<file path="src/rtl/reg_pipe_hs.sv">
// Elastic multi-slot pipeline register with valid/ready handshake.
// Bubbles collapse through a combinational ready chain. An optional one-entry
// skid buffer in front of slot 0 lets i_ready come straight from a flop.
// The global enable freezes all state. The synchronous clear flushes every entry.
module reg_pipe_hs #(
  parameter int unsigned DW        = 32,
  parameter int unsigned DEPTH     = 2,
  parameter int unsigned REG_READY = 1
) (
  input  logic                       clk,
  input  logic                       rst,
  input  logic                       enb,
  input  logic                       sync_clr,
  input  logic                       i_valid,
  output logic                       i_ready,
  input  logic [DW-1:0]              i_data,
  output logic                       o_valid,
  input  logic                       o_ready,
  output logic [DW-1:0]              o_data,
  output logic [$clog2(DEPTH+2)-1:0] o_count,
  output logic                       o_full
);

  localparam int unsigned CW  = $clog2(DEPTH + 2);
  localparam int unsigned Cap = DEPTH + REG_READY;

  logic [DEPTH-1:0] vld_q, vld_d, rdy;
  logic [DW-1:0]    dat_q [DEPTH];
  logic [DW-1:0]    dat_d [DEPTH];
  logic [CW-1:0]    cnt_q, cnt_d;
  logic             run, in_xfer, out_xfer;
  logic             src_vld;
  logic [DW-1:0]    src_dat;

  assign run      = enb & ~sync_clr;
  assign o_valid  = vld_q[DEPTH-1] & enb;
  assign o_data   = dat_q[DEPTH-1];
  assign out_xfer = o_valid & o_ready;
  assign in_xfer  = i_valid & i_ready;
  assign o_count  = cnt_q;
  assign o_full   = (cnt_q == CW'(Cap));

  // Ready chain: a slot can load if it is empty or everything below it moves.
  always_comb begin
    logic r;
    r                = o_ready | ~vld_q[DEPTH-1];
    rdy              = '0;
    rdy[DEPTH-1]     = r;
    for (int k = int'(DEPTH) - 2; k >= 0; k--) begin
      r      = r | ~vld_q[k];
      rdy[k] = r;
    end
  end

  if (REG_READY != 0) begin : g_skid
    logic          sk_vld_q, sk_vld_d;
    logic [DW-1:0] sk_dat_q, sk_dat_d;
    logic          rdy_q, rdy_d;

    // Masked with enb so that no handshake completes while state is frozen.
    assign i_ready = rdy_q & enb;

    // Skid entry: catches a word slot 0 cannot take, and feeds slot 0 first.
    always_comb begin
      sk_vld_d = sk_vld_q;
      sk_dat_d = sk_dat_q;
      src_vld  = sk_vld_q | in_xfer;
      src_dat  = sk_vld_q ? sk_dat_q : i_data;
      if (sync_clr) begin
        sk_vld_d = 1'b0;
        sk_dat_d = '0;
      end else if (enb) begin
        if (rdy[0]) begin
          if (sk_vld_q) begin
            sk_vld_d = in_xfer;
            if (in_xfer) sk_dat_d = i_data;
          end
        end else if (in_xfer) begin
          sk_vld_d = 1'b1;
          sk_dat_d = i_data;
        end
      end
      rdy_d = run & ~sk_vld_d;
    end

    // Skid and registered-ready state.
    always_ff @(posedge clk or negedge rst) begin
      if (!rst) begin
        sk_vld_q <= 1'b0;
        sk_dat_q <= '0;
        rdy_q    <= 1'b0;
      end else begin
        sk_vld_q <= sk_vld_d;
        sk_dat_q <= sk_dat_d;
        rdy_q    <= rdy_d;
      end
    end
  end else begin : g_noskid
    assign i_ready = rst & run & rdy[0];
    assign src_vld = in_xfer;
    assign src_dat = i_data;
  end

  // Slot advance: each ready slot takes its source; data moves only with a valid.
  always_comb begin
    vld_d = vld_q;
    dat_d = dat_q;
    if (sync_clr) begin
      vld_d = '0;
      for (int k = 0; k < int'(DEPTH); k++) dat_d[k] = '0;
    end else if (enb) begin
      if (rdy[0]) begin
        vld_d[0] = src_vld;
        if (src_vld) dat_d[0] = src_dat;
      end
      for (int k = 1; k < int'(DEPTH); k++) begin
        if (rdy[k]) begin
          vld_d[k] = vld_q[k-1];
          if (vld_q[k-1]) dat_d[k] = dat_q[k-1];
        end
      end
    end
  end

  // Occupancy counter across slots and skid.
  always_comb begin
    cnt_d = cnt_q;
    if (sync_clr)  cnt_d = '0;
    else if (enb)  cnt_d = cnt_q + CW'(in_xfer) - CW'(out_xfer);
  end

  // Slot and counter state.
  always_ff @(posedge clk or negedge rst) begin
    if (!rst) begin
      vld_q <= '0;
      for (int k = 0; k < int'(DEPTH); k++) dat_q[k] <= '0;
      cnt_q <= '0;
    end else begin
      vld_q <= vld_d;
      dat_q <= dat_d;
      cnt_q <= cnt_d;
    end
  end

endmodule
</file>
<file path="config.mk">
export PLATFORM = sky130hd
export DESIGN_NAME = reg_pipe_hs
export DESIGN_NICKNAME = d
export VERILOG_FILES = /design/src/rtl/reg_pipe_hs.sv
export SDC_FILE = /design/constraint.sdc
export NUM_CORES = 1
export LEC_CHECK = 0
export ABC_AREA = 1
export CAP_MARGIN = 20
export CORE_MARGIN = 1
export CORE_UTILIZATION = 45
export DETAILED_ROUTE_END_ITERATION = 10
export PLACE_DENSITY_LB_ADDON = 0.15
export REMOVE_ABC_BUFFERS = 1
export SYNTH_ARGS = -nofsm -noshare
export SYNTH_HDL_FRONTEND = slang
export SYNTH_SLANG_ARGS = --single-unit
</file>
<file path="constraint.sdc">
create_clock -name clk -period 1.6 [get_ports clk]
set_input_delay 0.16 -clock clk [delete_from_list [all_inputs] [get_ports clk]]
set_output_delay 0.16 -clock clk [all_outputs]
set_load 0.05 [all_outputs]
</file>
==> flow_summary.ini <==
[critical_path]
cp_max_fo = 2
critical_path.cell_chain = nand2_2, nor2_2, ha_1, inv_1, ha_1, xor2_1, nand2_1, nand3_1, nand2_1
critPathRequiredTime_ns = 1.83
r2r_start = vld_q[1]
max_stage_delay_ns = 0.40
critPathLaunchType = flop
startpoint = vld_q[1]
r2r_slack_ns = 0.10
r2r_end = o_count[1]
r2r_cells = 9
setup.worst_path.end = o_count[1]
crit_path_top_delay_cell = dfrtp_1
end_kind = flop
critPathKind = reg -> reg
arrival_ns = 1.73

[timing]
min_period_ns = 1.50
setup-tns-final_ns = 0
fin_worst_skew_ns = 0.0102
rsz0062_at_grt = no
tightest_slew_ns = 0.450
period_share = 0.937
setup_viol = 0
clock.fmax_mhz = 667
maxSlewHeadroom = 0.700
slew_violations = 0
whs_ns = 0.310
setup_ws_ns = 0.101
finalHoldViolations = 0

[run_status]
status = finished, final reports clean

[finish]
area_growth_pct = 20.3
drive_above_1_share = 0.136
diodes = 0
final_area_mm2 = 0.00619
multi_input_area_mm2 = 0.00185
fillers = 992
instances_no_fill = 829
seqCellArea_mm2 = 0.00255
final_util = 0.563
fin_nets = 724

[logic_synthesis]
ys_seq_elements = 102
synth_mux_area_frac = 0
yosysMostFrequentCell = nand2_1
synthesis.area_mm2 = 0.00514
synth-async-reset-ratio = 1.00
post_synth_fa_ha_maj_area_fraction = 0.00486
ys_seq_area_frac = 0.496
synth-edff-count = 0
yosysUniqueCellTypes = 25
synth-compound-area-share = 0.0681
synth_top_family_by_area = simple AND/OR/NAND/NOR gates
synth_area_leaders = dfrtp_1 50%, nand2_1 10%, nand3_1 9.6%
yosys.area_share.simple = 0.281
yosysWarnings = 0
synth_cells = 647
yosysTopAreaCell = dfrtp_1
ys_top_cells_by_count = 142 x nand2_1, 102 x dfrtp_1, 99 x nand3_1, 76 x inv_1, 54 x o21ai_0
synth_top_area_frac = 0.496
syn_area_per_cell_um2 = 7.95
yosys.area_share.xor_xnor = 0.00341
synthFlopType = dfrtp_1

[clocking]
cts_max_path_buffers = 2
numCtsBuffers = 9
cts_root_buffer = clkbuf_16
clock_latency_ns = 0.34
tritoncts = done
post-cts-setup-buffer-count = 0
htreeDepth = 3
clkTransAtPathRegs_ns = 0.08
cts.sinks = 102

[floorplan]
core_mm2 = 0.0110
io_pins = 75
die_h_um = 109
die_w_um = 109
start_util = 0.468
row_count = 38
floorplan.die_area_mm2 = 0.0119

[global_route]
busiest_layer = met1
grt_max_degree = 49
grtUsageMet1 = 0.338
grt.total_usage = 0.214
grt-ovfl-total = 0
grt_pass1_vias = 3798
grt_antenna_before_repair = 0
gr-usage-met3 = 0.0359
met2_usage = 0.302
grt_first_pass_wirelength_um = 19600

[power_and_ir_drop]
pwr-share-seq = 0.508
p_leak_nw = 3.14
p_comb_frac = 0.101
power_mw = 5.38
power.density_cell_area_mw_per_mm2 = 869
internal_power_mw = 3.97
power.switching_mw = 1.40
swShare = 0.261
clkPwrFrac = 0.391
ir_drop_v = 0.000551

[drt]
drt_iter0_markers = 265
vias_per_cell = 5.12
wl_um = 11900
routed-via-count = 4246
drc = 0
first_pass_iters = 5
wire_per_inst_um = 14.3
postRouteAntennaNets = 0

[placement]
placed_area_mm2 = 0.00589
post-dp-hpwl_um = 8020
dpl.cell_count = 812
pre_cts_ws_ns = -0.342
port_buffers = 74
gp_congestion = 0.834

[flow_run]
cap_violations = 0

[hold_path]
hold_class = in -> async
## registers in the layout (all words and copies together) (netlist names)
register	cells
g_skid.sk_vld_q	1
o_data	32
vld_q	2
g_skid.sk_dat_q	32
dat_q	32
g_skid.rdy_q	1
o_count	2
## critical path: cells and delay by family (launching register included)
| kind | cells | cell delay [ns] |
|---|---|---|
| xor+xnor | 1 | 0.15 |
| fa+ha+maj | 2 | 0.46 |
| buf+inv | 1 | 0.05 |
| flops | 1 | 0.40 |
| simple gates | 5 | 0.32 |
## kinds of logic (layout without fill, tap and decap cells)
family | count (synthesis) | after routing
AO/OA/AOI/OAI | 69 | 69
XOR/XNOR | 2 | 2
adder cells (fa/ha/maj) | 2 | 2
buffers and inverters | 155 | 197
flip-flops | 102 | 102
AND/OR/NAND/NOR | 317 | 317
## power groups by stage
| stage | registers (mW) | logic [mW] | clock network [mW] |
|---|---|---|---|
| finish | 2.73 | 0.544 | 2.10 |
| global placement | 2.77 | 0.532 | 0 |
| detailed placement | 2.78 | 0.543 | 0 |
| floorplan | 2.77 | 0.222 | 0 |
| CTS | 2.73 | 0.547 | 2.12 |
| global route | 2.74 | 0.606 | 2.25 |
## routing by layer
metal / share of wire / wire [um]
met5: 0 / 0
met4: 0.0072 / 86
met3: 0.058 / 688
met2: 0.44 / 5210
met1: 0.50 / 5890
## final cells by class
class	instances	area share
sequential	102	0.413
clock buffer	9	0.0364
clock inverter	7	0.00930
inverter	77	0.0471
tap	140	0.0283
timing repair buffer	104	0.168
multi-input combinational	390	0.298
## worst min path at each step
| stage | from | end | slack (ns) | cells past startpoint |
|---|---|---|---|---|
| after floorplan | rst | dat_q[32] | -0.14 | 0 |
| after global placement | rst | dat_q[41] | 0.14 | 1 |
| after detailed placement | rst | dat_q[41] | 0.14 | 1 |
| after CTS | rst | dat_q[41] | 0.32 | 2 |
| after global routing | rst | dat_q[41] | 0.35 | 2 |
| final | rst | dat_q[41] | 0.31 | 2 |
## timing repair
item / 4_1_cts / 5_1_grt
hold endpoints to repair: 27 / 0
endpoints found under the setup margin: 0 / 1
gates resized for setup: 0 / 3
hold buffers: 1 / 0
## layout by cell type (no fill, tap or decap), drive strengths merged
cell | Yosys | layout
a31oi | 1 | 1
nand4 | 33 | 33
nand3 | 103 | 103
clkinv | 0 | 4
clkdlybuf4s50 | 0 | 35
a22o | 1 | 1
clkbuf | 16 | 9
inv | 77 | 79
xnor2 | 1 | 1
dfrtp | 102 | 102
a21oi | 1 | 1
xor2 | 1 | 1
buf | 62 | 67
o21ai | 66 | 66
nor2 | 37 | 37
dlymetal6s2s | 0 | 1
nand2 | 144 | 144
ha | 2 | 2
clkinvlp | 0 | 1
dlygate4sd3 | 0 | 1
No activity file was read; power rests on OpenSTA's default activity.
